## config.mk

```make
export PLATFORM = sky130hd
export DESIGN_NAME = multi_channel_accum_flat
export DESIGN_NICKNAME = d
export VERILOG_FILES = /design/src/rtl/multi_channel_accum_if.sv /design/src/rtl/multi_channel_accum.sv /design/src/flat_wrapper.sv
export SDC_FILE = /design/constraint.sdc
export NUM_CORES = 1
export LEC_CHECK = 0
export ABC_AREA = 0
export CAP_MARGIN = 20
export CORE_UTILIZATION = 40
export CTS_BUF_LIST = sky130_fd_sc_hd__clkbuf_4 sky130_fd_sc_hd__clkbuf_8 sky130_fd_sc_hd__clkbuf_16
export DETAILED_ROUTE_END_ITERATION = 12
export GPL_TIMING_DRIVEN = 0
export HOLD_SLACK_MARGIN = 0.1
export PLACE_DENSITY_LB_ADDON = 0.05
export SETUP_SLACK_MARGIN = 0.5
export SYNTH_ARGS = -nofsm -noshare
export SYNTH_HDL_FRONTEND = slang
export SYNTH_SLANG_ARGS = --single-unit
```

## constraint.sdc

```tcl
create_clock -name clock -period 4.53 [get_ports clock]
set_input_delay 0.906 -clock clock [delete_from_list [all_inputs] [get_ports clock]]
set_output_delay 0.906 -clock clock [all_outputs]
set_load 0.01 [all_outputs]
```

## src/rtl/multi_channel_accum_if.sv

```systemverilog
// Stream bundle for multi_channel_accum: sample input stream and dump output stream.
interface multi_channel_accum_if #(
  parameter int WIDTH    = 32,
  parameter int CHANNELS = 4
);
  localparam int CH_BITS = $clog2(CHANNELS);

  logic               in_valid;
  logic               in_ready;
  logic [CH_BITS-1:0] in_channel;
  logic [WIDTH-1:0]   in_data;
  logic               in_clear;
  logic               out_valid;
  logic               out_ready;
  logic [CH_BITS-1:0] out_channel;
  logic [WIDTH-1:0]   out_data;
  logic               out_ovf;

  modport master (
    output in_valid, in_channel, in_data, in_clear, out_ready,
    input  in_ready, out_valid, out_channel, out_data, out_ovf
  );

  modport slave (
    input  in_valid, in_channel, in_data, in_clear, out_ready,
    output in_ready, out_valid, out_channel, out_data, out_ovf
  );
endinterface

```

## src/rtl/multi_channel_accum.sv

```systemverilog
// CHANNELS independent WIDTH-bit accumulators with sticky overflow flags and a
// dump engine that streams and clears every channel in order.
// Optional: define MULTI_CHANNEL_ACCUM_SAT_EN to saturate instead of wrap.
module multi_channel_accum #(
  parameter int WIDTH    = 32,
  parameter int CHANNELS = 4
) (
  input  logic                  clock,
  input  logic                  reset,
  multi_channel_accum_if.slave  bus,
  input  logic                  dump_req,
  output logic                  busy,
  output logic                  ovf_any
);
  localparam int CH_BITS = $clog2(CHANNELS);

  typedef enum logic [1:0] {IDLE, LOAD, SEND} state_t;

  state_t             state, state_next;
  logic [WIDTH-1:0]   acc [CHANNELS];
  logic [CHANNELS-1:0] ovf, ovf_next;
  logic [CH_BITS-1:0] idx;
  logic [CH_BITS-1:0] sel;
  logic               accept, in_range, carry, beat_done, last_ch;
  logic [WIDTH:0]     sum;
  logic [WIDTH-1:0]   acc_new;
  logic               out_valid_r, out_ovf_r;
  logic [CH_BITS-1:0] out_channel_r;
  logic [WIDTH-1:0]   out_data_r;

  assign bus.in_ready    = (state == IDLE);
  assign bus.out_valid   = out_valid_r;
  assign bus.out_channel = out_channel_r;
  assign bus.out_data    = out_data_r;
  assign bus.out_ovf     = out_ovf_r;
  assign busy            = (state != IDLE);

  // Sample datapath: range check, WIDTH+1-bit add, wrap or saturate.
  always_comb begin
    accept    = bus.in_valid && (state == IDLE);
    in_range  = ({1'b0, bus.in_channel} < (CH_BITS + 1)'(CHANNELS));
    sel       = in_range ? bus.in_channel : '0;
    sum       = {1'b0, acc[sel]} + {1'b0, bus.in_data};
    carry     = !bus.in_clear && sum[WIDTH];
    if (bus.in_clear) begin
      acc_new = bus.in_data;
    end else begin
`ifdef MULTI_CHANNEL_ACCUM_SAT_EN
      acc_new = sum[WIDTH] ? '1 : sum[WIDTH-1:0];
`else
      acc_new = sum[WIDTH-1:0];
`endif
    end
    beat_done = (state == SEND) && out_valid_r && bus.out_ready;
    last_ch   = (idx == CH_BITS'(CHANNELS - 1));
  end

  // Overflow flags after this edge: set on carry, cleared when the channel is dumped.
  always_comb begin
    ovf_next = ovf;
    if (accept && in_range && carry) ovf_next[sel] = 1'b1;
    if (beat_done)                   ovf_next[idx] = 1'b0;
  end

  // Dump FSM next-state logic.
  always_comb begin
    state_next = state;
    case (state)
      IDLE:    if (dump_req) state_next = LOAD;
      LOAD:    state_next = SEND;
      SEND:    if (beat_done) state_next = last_ch ? IDLE : LOAD;
      default: state_next = IDLE;
    endcase
  end

  // Dump FSM state register.
  always_ff @(posedge clock) begin
    if (reset) state <= IDLE;
    else       state <= state_next;
  end

  // Accumulators, flags, channel index and registered dump beat.
  always_ff @(posedge clock) begin
    if (reset) begin
      for (int unsigned i = 0; i < CHANNELS; i++) acc[i] <= '0;
      ovf           <= '0;
      ovf_any       <= 1'b0;
      idx           <= '0;
      out_valid_r   <= 1'b0;
      out_channel_r <= '0;
      out_data_r    <= '0;
      out_ovf_r     <= 1'b0;
    end else begin
      ovf     <= ovf_next;
      ovf_any <= |ovf_next;
      case (state)
        IDLE: begin
          if (accept && in_range) acc[sel] <= acc_new;
          if (dump_req) idx <= '0;
        end
        LOAD: begin
          out_data_r    <= acc[idx];
          out_ovf_r     <= ovf[idx];
          out_channel_r <= idx;
          out_valid_r   <= 1'b1;
        end
        SEND: begin
          if (beat_done) begin
            acc[idx]    <= '0;
            out_valid_r <= 1'b0;
            if (!last_ch) idx <= idx + 1'b1;
          end
        end
        default: ;
      endcase
    end
  end
endmodule

```

## src/flat_wrapper.sv

```systemverilog
// flat-port wrapper written by rule: the top's interface ports become plain ports
module multi_channel_accum_flat 
#(
  parameter int WIDTH    = 32,
  parameter int CHANNELS = 4
)
  (clock, reset, dump_req, busy, ovf_any, bus_in_valid, bus_in_channel, bus_in_data, bus_in_clear, bus_out_ready, bus_in_ready, bus_out_valid, bus_out_channel, bus_out_data, bus_out_ovf);
  multi_channel_accum_if #(.WIDTH(WIDTH), .CHANNELS(CHANNELS)) bus_i ();
  input  logic clock;
  input  logic reset;
  input  logic dump_req;
  output logic busy;
  output logic ovf_any;
  input wire logic [$bits(bus_i.in_valid)-1:0] bus_in_valid;
  input wire logic [$bits(bus_i.in_channel)-1:0] bus_in_channel;
  input wire logic [$bits(bus_i.in_data)-1:0] bus_in_data;
  input wire logic [$bits(bus_i.in_clear)-1:0] bus_in_clear;
  input wire logic [$bits(bus_i.out_ready)-1:0] bus_out_ready;
  output wire logic [$bits(bus_i.in_ready)-1:0] bus_in_ready;
  output wire logic [$bits(bus_i.out_valid)-1:0] bus_out_valid;
  output wire logic [$bits(bus_i.out_channel)-1:0] bus_out_channel;
  output wire logic [$bits(bus_i.out_data)-1:0] bus_out_data;
  output wire logic [$bits(bus_i.out_ovf)-1:0] bus_out_ovf;
  assign bus_i.in_valid = bus_in_valid;
  assign bus_i.in_channel = bus_in_channel;
  assign bus_i.in_data = bus_in_data;
  assign bus_i.in_clear = bus_in_clear;
  assign bus_i.out_ready = bus_out_ready;
  assign bus_in_ready = bus_i.in_ready;
  assign bus_out_valid = bus_i.out_valid;
  assign bus_out_channel = bus_i.out_channel;
  assign bus_out_data = bus_i.out_data;
  assign bus_out_ovf = bus_i.out_ovf;
  multi_channel_accum #(.WIDTH(WIDTH), .CHANNELS(CHANNELS)) u_core (.clock(clock), .reset(reset), .bus(bus_i), .dump_req(dump_req), .busy(busy), .ovf_any(ovf_any));
endmodule
```

Word level (Yosys, flattened, before mapping)

Memories as Yosys holds them, arrays and structs flattened. A register that Yosys moved wholly into a read port is not among the register bits.
Index checks and enable logic that the tools add are counted.

RAM bits: 128
Register bits: 13
Output and inout port bits: 39
Input bits: 40
Word-level logic and storage cells: 76
Memories: 1

Reduce and logical (&&, ||, !) cells: 18
Equality and inequality tests: 6
Bitwise operators: 3
Add/sub/neg operators: 2
Mux-type cells: 35
$lt $le $gt $ge: 4

Memories:

| memory     | words | bits a word | read ports | clocked after Yosys merged registers in | write ports | line                      | text |
|---|---|---|---|---|---|---|---|
| u_core.acc | 4     | 32          | 2          | 1                                       | 4           | multi_channel_accum.sv:20 | `logic [WIDTH-1:0] acc [CHANNELS];` |

Operators by type and width:

| cell                                                | number |
|---|---|
| two-way mux 32 bit                                  | 3 |
| OR reduction 32 bit                                 | 2 |
| adder 32 x 32 -> 33 bit                             | 1 |
| two-way mux 1 bit                                   | 17 |
| two-way mux 2 bit                                   | 7 |
| two-way mux 4 bit                                   | 2 |
| logical AND 1 bit                                   | 7 |
| < comparator 2 x 3 -> 1 bit, second input constant  | 2 |
| one-hot mux 2 bit (3 select lines)                  | 1 |
| nonzero test 2 bit                                  | 3 |
| bitwise AND 4 bit                                   | 1 |
| demux 1 bit (select 2 bit)                          | 2 |
| equality test 2 bit, second input constant          | 2 |
| >= comparator 2 x 1 -> 1 bit, second input constant | 2 |
| != test 2 bit, second input constant                | 2 |
| NOT 4 bit                                           | 1 |
| bitwise OR 4 bit                                    | 1 |
| one-hot mux 2 bit (2 select lines)                  | 1 |
| AND reduction 2 bit                                 | 2 |
| AND reduction 4 bit                                 | 1 |
| OR reduction 4 bit                                  | 1 |
| adder 2 x 1 -> 2 bit, second input constant         | 1 |
| binary-select mux 1 bit (select 2 bit)              | 1 |
| equality test 2 x 1 -> 1 bit, second input constant | 1 |
| other kinds (4)                                     | 4 |

Depth between registers and ports, before layout

Depth in word-level cells: 9
Mapped depth: 14
Gate-level depth less buffers: 13

Least setup slack after synthesis

No wires, ideal clock.

Kind: input port to flip-flop
Start point: in bus_in_channel[0]
End point: mem u_core.acc[0][30] (data pin)
Stages on the path: 14
Data required time: 4,266 ps
Arrival: 4,398 ps
Buffers on the path: 3
Setup slack: -132 ps
Setup time: 264 ps
Cells stage by stage: clkbuf_1 buf_1 mux4_2 ha_1 buf_2 and3_1 nand3_2 a21oi_4 nor4_2 o311a_4 o41ai_2 xor2_1 mux2i_1 nor2_1

RTL lines:

| element     | line                      | text |
|---|---|---|
| from (decl) | flat_wrapper.sv:15        | `input wire logic [$bits(bus_i.in_channel)-1:0] bus_in_channel;` |
| to (decl)   | multi_channel_accum.sv:20 |  |

==> metrics.csv <==
metric;value;unit
fmax;0.254;GHz
largest net degree at the start of global routing;22;
Layout Nets;1091;
RSZ-0062 raised after global routing;true;
setup ws final;0.600;ns
starting density of the core;40.7;%
Syn Inst Count;912;
worst hold path class;flip-flop to flip-flop;
main combinational cell family by area after synthesis;multiplexers;
worst-margin pin slew;0.993;ns
clock-pin slew on the worst setup and hold paths;0.07;ns
syn avg cell area;10.8;µm²
Min Hold Slack;0.454;ns
CP endpoint kind;flip-flop;
initial antenna violation count;0;
PwrDens;347;nW/µm²
routed wire length per instance;21.0;µm
worst path arrival time;4.09;ns
post-synthesis xor/xnor area fraction;2.13;%
Leakage;4.36;nW
clk_lat worst skew;0.44;ns
Root Buffer;clkbuf_16;
CP max FO;10;
Req. time, crit path;4.69;ns
Slew Viols, Final;0;
PortBufs;74;
EDFF count, synth;128;
top_reg_cell synth;edfxtp_1;
share of cells above drive strength 1;15.0;%
GPL Wtd Cong;0.843;
synthesized area;9870;µm²
critical-path cell list;buf_6 > buf_12 > mux4_2 > ha_1 > a21oi_1 > o21a_1 > o21ai_1 > o211ai_1 > a211oi_2 > o31a_1 > or3_1 > a31oi_2 > nor2_1;
worst reg-to-reg setup slack;0.99;ns
total congestion overflow;0;
DRC;0;
top post-synthesis cells by count;144 x nor2_1, 137 x nand2_1, 128 x edfxtp_1, 76 x a21oi_1, 65 x mux4_2;
highest-delay cell along the critical path;mux4_2;
area share of and/or/nand/nor cells after synthesis;15.1;%
Tot Pwr;4.09;mW
number of max-cap violations;0;
H-tree depth;4;
global-route wire length before repair;43.4;mm
clock buffer depth;2;
top cell type's share of synthesized area;38.9;%
worst stage delay on the critical path;0.52;ns
post-synthesis adder-cell area fraction;4.77;%
cell row count;57;
Tmin final;3.93;ns
share of the yosys chip area belonging to registers;48.1;%
setup TNS;0;ns
Synth Area in Compound Gates;10.8;%
Total Routing Usage GR;23.1;%
clock sink total;173;
IO Pins;79;
Layout area overhead;19.5;%
Final Hold Viols;0;
vias;7411;
Die Y;159;µm
vias per inst;5.49;
FF+latch count, synth;173;
Initial DRT Pass Iterations;7;
DP Worst Slack;-0.347;ns
diode count;0;
Final period util;86.8;%
number of global-route vias before repair;7290;
Synthesized Nets;989;
run status;completed;
critical path class;input port to flip-flop;
relative slew slack;33.8;%
area of the die;25300;µm²
mux cell area share after synthesis;15.6;%
Die Wd;159;µm
asr flop ratio synth;0;%
Worst VDD drop;200;µV
synth top area cells;edfxtp_1 39%, mux4_2 15%, dfxtp_1 9.1%, nor2_1 5.5%, nand2_1 5.2%;
CP Launch Type;input port;
Clock Skew;0.0123;ns
core footprint;24200;µm²
dpl hpwl;20.5;mm
Num CTS Buffers;17;
WL final;28.4;mm
Routed Antenna Nets;0;
hold_buf cts;0;
most frequent cell after synthesis;nor2_1;
final setup violation count;0;
post-synth top area cell;edfxtp_1;
CTS tree;yes;
Yosys warning count;0;
1st-iter DRT viols;626;
library cells used by synthesis;64;
==> path summary, 6_finish.rpt <==
path / startpoint / depth (start not counted) / end
hold / removal: u_core.bus.out_channel[0] / 2 / u_core.bus.out_channel[0]
setup reg to reg: u_core.acc[2][0] / 13 / u_core.acc[0][22]
hold reg to reg: u_core.bus.out_channel[0] / 2 / u_core.bus.out_channel[0]
setup / recovery: bus_in_channel[0] / 13 / u_core.acc[0][23]
==> area by class of cell <==
cell class	count	area (µm²)
plain buffers	52	255
multi-input cells	647	4830
well taps	324	405
inverters	40	150
clock inverters	12	106
repair buffers	83	858
flip-flops and latches	173	4740
clock buffers	20	454
fillers	2312	12400
==> routing by layer <==
| metal | global-route usage (%) | vias up | share of wire, % | wire length [µm] |
|---|---|---|---|---|
| met1 | 32.7 | 3680 | 48 | 13500 |
| met4 | 5.07 | 0 | 1.1 | 314 |
| met3 | 3.57 | 23 | 4.6 | 1320 |
| li1 | - | 3521 | - | - |
| met2 | 37.5 | 187 | 47 | 13200 |
| met5 | 0 | - | 0 | 0 |
==> stage by stage <==
stage	instances	util [%]	instance area, µm²
after floorplan	912	-	9900
after global routing	1351	48.7	11800
after CTS	1349	48.4	11700
final	1351	48.7	11800
after detailed placement	1314	46.0	11100
after global placement	1310	45.6	11100
==> kinds of logic after synthesis <==
logic type | Yosys count
and+or+nand+nor | 348
DFF | 173
AOI/OAI and AO/OA | 166
buffers and inverters | 92
muxes | 72
adders and majority gates | 37
xor gates and xnor gates | 24
==> layout by cell type (no fill, tap or decap), types with 4 or more instances in the layout <==
cell type	count
nor2_1	142
ha_1	36
xor2_1	7
buf_4	7
nor3_1	11
clkdlybuf4s50_1	74
nand2b_1	5
nand3_1	8
nand4_1	7
buf_2	5
o31ai_1	4
a21o_1	10
clkbuf_1	33
a21oi_2	4
nor2b_1	4
inv_1	38
dfxtp_1	45
buf_12	5
and3_1	4
clkbuf_16	17
o21ai_1	9
xnor2_1	17
or2_2	4
o211ai_1	4
a21oi_1	76
o21bai_1	5
o21a_1	4
nand2_1	137
clkinv_4	4
edfxtp_1	128
o31a_1	4
buf_1	5
o21ai_0	23
mux4_2	65
and2_1	5
==> worst max-delay path: cells and delay by family <==
| kind | cells | cell delay [ns] |
|---|---|---|
| adder cells (fa/ha/maj) | 1 | 0.37 |
| AND/OR/NAND/NOR | 2 | 0.41 |
| multiplexers | 1 | 0.52 |
| AO/OA/AOI/OAI | 7 | 1.53 |
| buffers and inverters | 2 | 0.34 |
==> power breakdown <==
part	total, mW	switching [mW]	internal, mW	leakage, nW
combinational	0.834	0.488	0.346	2.39
clock	1.42	0.682	0.743	0.268
sequential	1.83	0.0386	1.80	1.70
==> flip-flops by register name, summed over array words and instances, names as in the netlist <==
name,flops
u_core.bus.out_valid,1
u_core.state,2
u_core.bus.out_ovf,1
u_core.bus.out_data,32
u_core.bus.out_channel,2
u_core.ovf,4
u_core.idx,2
u_core.ovf_any,1
u_core.acc,128
==> repair_timing <==
action / 4_1_cts / 5_1_grt
setup endpoints to repair: 56 / 46
gates resized for setup: 5 / 15
setup buffers: 3 / 2
pin swaps: 1 / 1
No activity file was read; power rests on OpenSTA's default activity.
